### src/rtl/game_pkg.sv
// Shared VGA 640x480 timing constants, coordinate widths and colour type for the game display path.
package game_pkg;

    localparam int unsigned H_VISIBLE = 640;
    localparam int unsigned H_FP      = 16;
    localparam int unsigned H_SYNC    = 96;
    localparam int unsigned H_BP      = 48;
    localparam int unsigned H_TOTAL   = H_VISIBLE + H_FP + H_SYNC + H_BP;

    localparam int unsigned V_VISIBLE = 480;
    localparam int unsigned V_FP      = 10;
    localparam int unsigned V_SYNC    = 2;
    localparam int unsigned V_BP      = 33;
    localparam int unsigned V_TOTAL   = V_VISIBLE + V_FP + V_SYNC + V_BP;

    localparam int unsigned POS_W = 10;
    localparam int unsigned CNT_W = 10;

    typedef logic [11:0] rgb_t;

    // Square of an 11-bit signed distance; |d| never exceeds 1023 on this raster.
    function automatic logic [19:0] sq_abs(input logic signed [10:0] d);
        logic [10:0] a;
        logic [20:0] ae;
        a  = (d < 0) ? 11'(-d) : 11'(d);
        ae = {10'd0, a};
        return 20'(ae * ae);
    endfunction

endpackage

### src/rtl/vga_timing.sv
// VGA pixel/line counters with raw (unregistered) sync and visible-area decode.
module vga_timing
    import game_pkg::*;
#(
    parameter int unsigned H_VIS   = H_VISIBLE,
    parameter int unsigned H_FRONT = H_FP,
    parameter int unsigned H_PULSE = H_SYNC,
    parameter int unsigned H_BACK  = H_BP,
    parameter int unsigned V_VIS   = V_VISIBLE,
    parameter int unsigned V_FRONT = V_FP,
    parameter int unsigned V_PULSE = V_SYNC,
    parameter int unsigned V_BACK  = V_BP
) (
    input  logic             clk,
    input  logic             rst_n,
    input  logic             pix_en,
    output logic [CNT_W-1:0] h_cnt,
    output logic [CNT_W-1:0] v_cnt,
    output logic             visible,
    output logic             hs_raw,
    output logic             vs_raw
);

    localparam logic [CNT_W-1:0] H_LAST    = CNT_W'(H_VIS + H_FRONT + H_PULSE + H_BACK - 1);
    localparam logic [CNT_W-1:0] H_VIS_END = CNT_W'(H_VIS);
    localparam logic [CNT_W-1:0] H_SYNC_LO = CNT_W'(H_VIS + H_FRONT);
    localparam logic [CNT_W-1:0] H_SYNC_HI = CNT_W'(H_VIS + H_FRONT + H_PULSE);
    localparam logic [CNT_W-1:0] V_LAST    = CNT_W'(V_VIS + V_FRONT + V_PULSE + V_BACK - 1);
    localparam logic [CNT_W-1:0] V_VIS_END = CNT_W'(V_VIS);
    localparam logic [CNT_W-1:0] V_SYNC_LO = CNT_W'(V_VIS + V_FRONT);
    localparam logic [CNT_W-1:0] V_SYNC_HI = CNT_W'(V_VIS + V_FRONT + V_PULSE);

    logic [CNT_W-1:0] h_q;
    logic [CNT_W-1:0] v_q;

    always_ff @(posedge clk or negedge rst_n) begin
        if (!rst_n) begin
            h_q <= '0;
            v_q <= '0;
        end else if (pix_en) begin
            if (h_q == H_LAST) begin
                h_q <= '0;
                v_q <= (v_q == V_LAST) ? '0 : v_q + 1'b1;
            end else begin
                h_q <= h_q + 1'b1;
            end
        end
    end

    assign h_cnt   = h_q;
    assign v_cnt   = v_q;
    assign visible = (h_q < H_VIS_END) && (v_q < V_VIS_END);
    assign hs_raw  = !((h_q >= H_SYNC_LO) && (h_q < H_SYNC_HI));
    assign vs_raw  = !((v_q >= V_SYNC_LO) && (v_q < V_SYNC_HI));

endmodule

### src/rtl/player_renderer.sv
// Renders both team players as filled discs over the pitch colour on a VGA raster.
// Optional collision reporting is built when PLAYER_COLLISION_EN is defined.
module player_renderer
    import game_pkg::*;
#(
    parameter int unsigned PLAYER_RADIUS = 10,
    parameter int unsigned TEAM1_HOR_POS = 80,
    parameter int unsigned TEAM2_HOR_POS = 560,
    parameter rgb_t        TEAM1_COLOR   = 12'hF00,
    parameter rgb_t        TEAM2_COLOR   = 12'h00F,
    parameter rgb_t        BG_COLOR      = 12'h0A0,
    parameter int unsigned H_VIS         = H_VISIBLE,
    parameter int unsigned H_FRONT       = H_FP,
    parameter int unsigned H_PULSE       = H_SYNC,
    parameter int unsigned H_BACK        = H_BP,
    parameter int unsigned V_VIS         = V_VISIBLE,
    parameter int unsigned V_FRONT       = V_FP,
    parameter int unsigned V_PULSE       = V_SYNC,
    parameter int unsigned V_BACK        = V_BP
) (
    input  logic             clk,
    input  logic             rst_n,
    input  logic             pix_en,
    input  logic [POS_W-1:0] team1_ver_position,
    input  logic [POS_W-1:0] team2_ver_position,
    output logic             hsync,
    output logic             vsync,
    output rgb_t             rgb,
    output logic             frame_start
`ifdef PLAYER_COLLISION_EN
    ,
    output logic             collision
`endif
);

    localparam logic [CNT_W-1:0] H_LAST = CNT_W'(H_VIS + H_FRONT + H_PULSE + H_BACK - 1);
    localparam logic [CNT_W-1:0] V_LAST = CNT_W'(V_VIS + V_FRONT + V_PULSE + V_BACK - 1);
    localparam logic signed [10:0] T1_X = 11'(TEAM1_HOR_POS);
    localparam logic signed [10:0] T2_X = 11'(TEAM2_HOR_POS);
    localparam logic [20:0]        R_SQ = 21'(PLAYER_RADIUS * PLAYER_RADIUS);

    logic [CNT_W-1:0] h_cnt;
    logic [CNT_W-1:0] v_cnt;
    logic             visible;
    logic             hs_raw;
    logic             vs_raw;

    vga_timing #(
        .H_VIS   (H_VIS),
        .H_FRONT (H_FRONT),
        .H_PULSE (H_PULSE),
        .H_BACK  (H_BACK),
        .V_VIS   (V_VIS),
        .V_FRONT (V_FRONT),
        .V_PULSE (V_PULSE),
        .V_BACK  (V_BACK)
    ) u_timing (
        .clk     (clk),
        .rst_n   (rst_n),
        .pix_en  (pix_en),
        .h_cnt   (h_cnt),
        .v_cnt   (v_cnt),
        .visible (visible),
        .hs_raw  (hs_raw),
        .vs_raw  (vs_raw)
    );

    logic             frame_end;
    logic [POS_W-1:0] pos1_q;
    logic [POS_W-1:0] pos2_q;
    // Cleared by reset so nothing is drawn until real positions have been latched.
    logic             valid_q;
    logic             hsync_q;
    logic             vsync_q;
    rgb_t             rgb_q;
    rgb_t             rgb_d;
    logic signed [10:0] dx1, dy1, dx2, dy2;
    logic             hit1, hit2;

    assign frame_end = pix_en && (h_cnt == H_LAST) && (v_cnt == V_LAST);

    always_comb begin
        dx1  = $signed({1'b0, h_cnt}) - T1_X;
        dy1  = $signed({1'b0, v_cnt}) - $signed({1'b0, pos1_q});
        dx2  = $signed({1'b0, h_cnt}) - T2_X;
        dy2  = $signed({1'b0, v_cnt}) - $signed({1'b0, pos2_q});
        hit1 = ({1'b0, sq_abs(dx1)} + {1'b0, sq_abs(dy1)}) <= R_SQ;
        hit2 = ({1'b0, sq_abs(dx2)} + {1'b0, sq_abs(dy2)}) <= R_SQ;
        rgb_d = '0;
        if (visible && valid_q) begin
            if (hit1) begin
                rgb_d = TEAM1_COLOR;
            end else if (hit2) begin
                rgb_d = TEAM2_COLOR;
            end else begin
                rgb_d = BG_COLOR;
            end
        end
    end

    always_ff @(posedge clk or negedge rst_n) begin
        if (!rst_n) begin
            pos1_q  <= '0;
            pos2_q  <= '0;
            valid_q <= 1'b0;
            hsync_q <= 1'b1;
            vsync_q <= 1'b1;
            rgb_q   <= '0;
        end else if (pix_en) begin
            hsync_q <= hs_raw;
            vsync_q <= vs_raw;
            rgb_q   <= rgb_d;
            if (frame_end) begin
                pos1_q  <= team1_ver_position;
                pos2_q  <= team2_ver_position;
                valid_q <= 1'b1;
            end
        end
    end

    assign hsync       = hsync_q;
    assign vsync       = vsync_q;
    assign rgb         = rgb_q;
    assign frame_start = frame_end;

`ifdef PLAYER_COLLISION_EN
    logic flag_q;
    logic collision_q;

    // Reports the frame just finished; the last pixel is never visible, so no overlap is lost.
    always_ff @(posedge clk or negedge rst_n) begin
        if (!rst_n) begin
            flag_q      <= 1'b0;
            collision_q <= 1'b0;
        end else if (pix_en) begin
            if (frame_end) begin
                collision_q <= flag_q;
                flag_q      <= 1'b0;
            end else if (visible && valid_q && hit1 && hit2) begin
                flag_q <= 1'b1;
            end
        end
    end

    assign collision = collision_q;
`endif

endmodule
### config.mk
export PLATFORM = sky130hd
export DESIGN_NAME = player_renderer
export DESIGN_NICKNAME = d
export VERILOG_FILES = /design/src/rtl/game_pkg.sv /design/src/rtl/vga_timing.sv /design/src/rtl/player_renderer.sv
export SDC_FILE = /design/constraint.sdc
export NUM_CORES = 1
export LEC_CHECK = 0
export CAP_MARGIN = 5
export CORE_MARGIN = 2
export CORE_UTILIZATION = 60
export DETAILED_ROUTE_END_ITERATION = 8
export PLACE_DENSITY = 0.81
export RECOVER_POWER = 50
export SKIP_LAST_GASP = 1
export SYNTH_ARGS = -nofsm -noshare
export SYNTH_HDL_FRONTEND = slang
export SYNTH_SLANG_ARGS = --single-unit
### constraint.sdc
create_clock -name clk -period 13 [get_ports clk]
set_input_delay 1.3 -clock clk [delete_from_list [all_inputs] [get_ports clk]]
set_output_delay 1.3 -clock clk [all_outputs]
set_load 0.01 [all_outputs]
[Word level (Yosys, flattened, before mapping)]
Index checks and enable logic that the tools add are counted.
Storage, ports and cells
  register bits after elaboration: 55
  bits in latches: 0
  bits in writable memories: 0
  ROM bits: 0
  bits of input ports: 23
  output and inout bits: 15
  logic and storage cells: 57
  memories kept: 0
Operators by class
  add/subtract/negate cells: 12
  multiply operators: 4
  div/mod/pow operators: 0
  order comparisons: 12
  eq/ne operators: 2
  shifts and indexed selects: 0
  muxes and demuxes: 9
  bitwise logic cells: 0
  reduce and logical (&&, ||, !) cells: 10
Operator list (count)
  multiplier 11 x 11 -> 20 bit: 4
  < comparator 11 x 1 -> 1 bit (second input constant): 4
  two-way mux 11 bit: 4
  negator 11 bit: 4
  adder 20 x 20 -> 21 bit: 2
  less-or-equal comparator 21 x 7 -> 1 bit (second input constant): 2
  two-way mux 12 bit: 2
  subtractor 10 x 10 -> 11 bit: 2
  adder 10 x 1 -> 10 bit (second input constant): 2
  equality test 10 bit (second input constant): 2
  < comparator 10 bit (second input constant): 2
  < comparator 10 x 9 -> 1 bit (second input constant): 2
  two-way mux 10 bit: 2
  subtractor 10 x 10 -> 11 bit (second input constant): 1
  subtractor 10 x 7 -> 11 bit (second input constant): 1
  >= comparator 10 bit (second input constant): 1
  >= comparator 10 x 9 -> 1 bit (second input constant): 1
  two-way mux 8 bit: 1
  logical AND 1 bit: 6
  AND reduction 2 bit: 2
  zero test 1 bit: 2

[Depth between registers and ports, before layout]
  depth in word-level cells: 9
  depth in mapped cells: 45
  mapped depth without buffers: 44

[Modules after synthesis]
A second synthesis with hierarchy kept.
Unflattened totals
  cells, all modules: 2161
  area total of the unflattened synthesis: 18042.3 um2
Modules (own cells, without submodules)
  player_renderer: instances 1, cells an instance 2051, area each 16978.8 um2, seq. area each 653.1 um2
  vga_timing: instances 1, cells an instance 110, area each 1063.5 um2, seq. area each 500.5 um2

[Worst setup path before layout]
OpenSTA, ideal clock, no wires.
  path type: flip-flop to flip-flop
  from: register u_timing.v_q[0], in the netlist u_timing.v_cnt[0]
  to: register rgb_q[3], in the netlist rgb[3]
  setup time: 0.121 ns
  data arrival time: 9.374 ns
  data required time: 12.879 ns
  path slack: 3.505 ns
  stages on the path, launching flop included: 41
  path buffers: 1
  clock period less this slack: 9.495 ns
  cells stage by stage: dfrtp_1 -> inv_1 -> ha_1 -> inv_1 -> fa_1 -> a211oi_1 -> nor2_1 -> o31ai_1 -> a21boi_0 -> nor2_1 -> a21oi_1 -> xnor2_1 -> clkbuf_1 -> nor2_1 -> fa_1 -> fa_1 -> inv_1 -> fa_1 -> [... 5 more ...] -> ha_1 -> or4_1 -> a31oi_1 -> a21oi_1 -> a21o_1 -> a21oi_1 -> xnor2_1 -> ha_1 -> o21ai_0 -> a21oi_1 -> or4_1 -> nor4_1 -> nand4_1 -> nor4_1 -> o2111ai_1 -> nor3_1 -> nor2_1 -> a22o_1
Between the ends
  word-level cells in the longest chain between the ends: 9
  elaborated cells on any way between the ends: 20
  those cells by class: 6 x add/sub; 2 x mul; 5 x order compare; 5 x mux; 2 x reduce/logical
RTL lines
  start, declared: RTL line vga_timing.sv:34  | logic [CNT_W-1:0] v_q;
  start signal, assigned: RTL line vga_timing.sv:43  | v_q <= (v_q == V_LAST) ? '0 : v_q + 1'b1;
  subtractor 10 x 10 -> 11 bit: RTL line player_renderer.sv:86  | dy2 = $signed({1'b0, v_cnt}) - $signed({1'b0, pos2_q});
  negator 11 bit / < comparator 11 x 1 -> 1 bit (equally long branches): RTL line game_pkg.sv:25  | a = (d < 0) ? 11'(-d) : 11'(d);
  two-way mux 11 bit: RTL line game_pkg.sv:25
  multiplier 11 x 11 -> 20 bit: RTL line game_pkg.sv:27  | return 20'(ae * ae);
  adder 20 x 20 -> 21 bit: RTL line player_renderer.sv:88  | hit2 = ({1'b0, sq_abs(dx2)} + {1'b0, sq_abs(dy2)}) <= R_SQ;
  less-or-equal comparator 21 x 7 -> 1 bit: RTL line player_renderer.sv:88
  two-way mux 8 bit: RTL line player_renderer.sv:93  | end else if (hit2) begin
  two-way mux 12 bit: RTL line player_renderer.sv:91  | if (hit1) begin
  two-way mux 12 bit *: RTL line player_renderer.sv:90  | if (visible && valid_q) begin
  end signal, assigned: RTL line player_renderer.sv:112  | rgb_q <= rgb_d;
  end, declared: RTL line player_renderer.sv:75  | rgb_t rgb_q;
Every way passes the cells marked *; elsewhere a longest branch is shown, timed or not.
A chain may end at the register's enable or synchronous reset.

[Worst setup path after layout]
Same ends and word-level chain as after synthesis.

==> flow_metrics.tcl <==
set metrics [dict create \
    start_util_pct 61.2 \
    skew_ns 0.0107 \
    grt_pass1_vias 14600 \
    vias_per_cell 5.47 \
    drt_iter0_markers 686 \
    required_ns 13.18 \
    drv_cap 1 \
    hold_violations 0 \
    hold_depth 1 \
    synth_seq_cells 46 \
    cpMaxStageDelayCell "a21boi_0" \
    timing.rr.start "u_timing.v_cnt[0]" \
    whs_endpoint "valid_q" \
    crit_type "flip-flop to flip-flop" \
    avgSynthCellArea_um2 8.29 \
    layout_min_cycle_time_ns 10.66 \
    ff2ff_setup_slack_ns 2.34 \
    place_congestion 0.890 \
    worstPathArrival_ns 10.84 \
    rows 62 \
    grt_util_all_layers_pct 25.2 \
    io_buffers 35 \
    post_drt_wl_per_cell_um 14.5 \
    clk_latency_ns 0.30 \
    cts-root-buf "clkbuf_16" \
    cts_tree "yes" \
    grt_pass1_wl_mm 65.3 \
    maxSlewViolCount 47 \
    vias 13900 \
    reg2regPathDepth 38 \
    antenna_found_initial 0 \
    n_antenna_cell 0 \
    synth_top_cell_area_share_pct 29.3 \
    cp_top_family "adder cells" \
    violations "capacitance limit, slew limit" \
    seqCellArea_mm2 0.00115 \
    cp_num_buf_inv 6 \
    cts_buffer_depth 2 \
    ys_async_sr_fraction_pct 100 \
    slew_headroom_pct -65.8 \
    cts-resized-gates 0 \
    ys_seq_area_share_pct 6.55 \
    fin_crit_sh_pct 82.0 \
    cts_max_level 2 \
    synth_area_leader_cell "fa_1" \
    synth_edf_count 0 \
    drc_errors 0 \
    ctsHoldBuffers 0 \
    clkTransAtPathRegs_ns 0.07 \
    hold_path_startpoint "valid_q" \
    dr.pass1.iters 6 \
    routed_wirelength_mm 36.8 \
    syn_inst 2123 \
    worstPathMaxFanout 9 \
    fmax_mhz 93.8 \
    grt_max_degree 47 \
    yosysWarnings 0 \
    synth_flop_cell "dfrtp_1" \
    cts_setup_buffers 0 \
    endpoint_kind "flip-flop" \
    syn2layout_area_growth_pct 5.34 \
    place_hpwl_mm 31.7 \
    ant_nets 0 \
    hold_path.class "flip-flop to flip-flop" \
    ys_types 74 \
    critPathMaxStageDelay_ns 0.61 \
    clock_sinks 46 \
    die_width_um 175 \
    ioPinCount 38 \
    syn_area_mm2 0.0176 \
    yosys-top-cells-area "fa_1 29%, ha_1 17%, inv_1 9.5%" \
    core_area_mm2 0.0288 \
    grt_remaining_overflow 0 \
    dieArea_mm2 0.0307 \
    finish.net_count 2689 \
    setup_viol 0 \
    r2r-end "rgb[3]" \
    setup.worst_path.start_class "flip-flop" \
    drive_gt1_share_pct 2.73 \
    cts_buffers 5 \
    die_h_um 175 \
    worst_pin_slew_ns 2.49 \
    status "finished, violations left" \
    finalSetupTns_ns 0 \
    nFillCells 2330 \
    rsz0062_at_grt "no" \
    multi_input_area_mm2 0.0147 \
]
[state kept, by name (all words and copies together) (netlist names)]
name,count
pos1_q,10
hsync,1
rgb,3
valid_q,1
vsync,1
u_timing.h_cnt,10
u_timing.v_cnt,10
pos2_q,10
[cells by family after synthesis]
kind of cell	after synthesis	synth area share [%]
XOR/XNOR	151	7.62
multiplexers	13	0.803
AND/OR/NAND/NOR	605	16.2
buffers and inverters	496	10.8
flip-flops	46	6.55
AO/OA/AOI/OAI	306	11.2
adder cells (fa/ha/maj)	504	46.8
other	2	0.0427
[layer usage]
metal / track usage, % / routed length (um) / vias to the layer above
met5: 0 / 0 / -
met4: 3.54 / 442 / 0
met3: 2.71 / 1500 / 44
met2: 44.9 / 18100 / 288
met1: 34.1 / 16800 / 6774
li1: - / - / 6834
[cell usage after synthesis, drive strengths merged (9+ instances only)]
master,n
inv,446
fa,258
ha,246
nor2,206
nand2,146
xnor2,103
a21oi,88
o21ai,74
xor2,48
dfrtp,44
nor3,41
nand2b,40
nand3,38
clkbuf,34
a21o,31
nor2b,27
or2,26
nand4,18
o21a,18
and3,12
nor4,12
or3,12
a31oi,11
a211oi,10
buf,10
mux2,9
[cell type report]
type | instances | share of cell area, %
Clock inverter | 3 | 0.135
Inverter | 452 | 9.15
Sequential cell | 46 | 6.22
Clock buffer | 5 | 0.675
Multi-Input combinational cell | 1619 | 79.3
Timing Repair Buffer | 38 | 1.98
Tap cell | 384 | 2.59
[worst max path at each step]
stage,slack (ns),to,startpoint,cells past startpoint
6_report,2.34,rgb[3],u_timing.v_cnt[0],38
3_3_place_gp,2.93,rgb[3],u_timing.v_cnt[0],40
2_1_floorplan,3.50,rgb[3],u_timing.v_cnt[0],40
3_5_place_dp,2.49,rgb[3],u_timing.v_cnt[0],38
5_1_grt,1.49,rgb[7],u_timing.v_cnt[0],39
4_1_cts,2.47,rgb[3],u_timing.v_cnt[0],38
[stage by stage]
stage	cell area, um2	hold WS, ns	setup WS, ns	std cells	utilization (%)
final	18500	0.488	2.34	2547	64.4
after detailed placement	18400	0.471	2.49	2539	63.9
after floorplan	17700	0.439	3.50	2161	-
after global routing	18500	0.510	1.49	2547	64.4
after CTS	18500	0.487	2.47	2547	64.4
after global placement	18400	0.454	2.93	2539	63.9
[cells in the final DEF, fill, tap and decap left out, types with 12 or more instances in the layout]
cell type / count
clkdlybuf4s50_1: 32
nand2_1: 146
conb_1: 40
nand4_1: 18
nand3_1: 38
nor4_1: 12
o21ai_0: 73
or2_2: 25
a21o_1: 31
inv_1: 446
o21a_1: 18
dfrtp_1: 44
and3_1: 12
ha_1: 246
nor3_1: 40
fa_1: 258
nor2_1: 206
nor2b_1: 27
xnor2_1: 103
a21oi_1: 87
nand2b_1: 40
xor2_1: 47
Power is not shown: default switching activity piles up to over one toggle a cycle in this logic, so the estimate is an artifact.
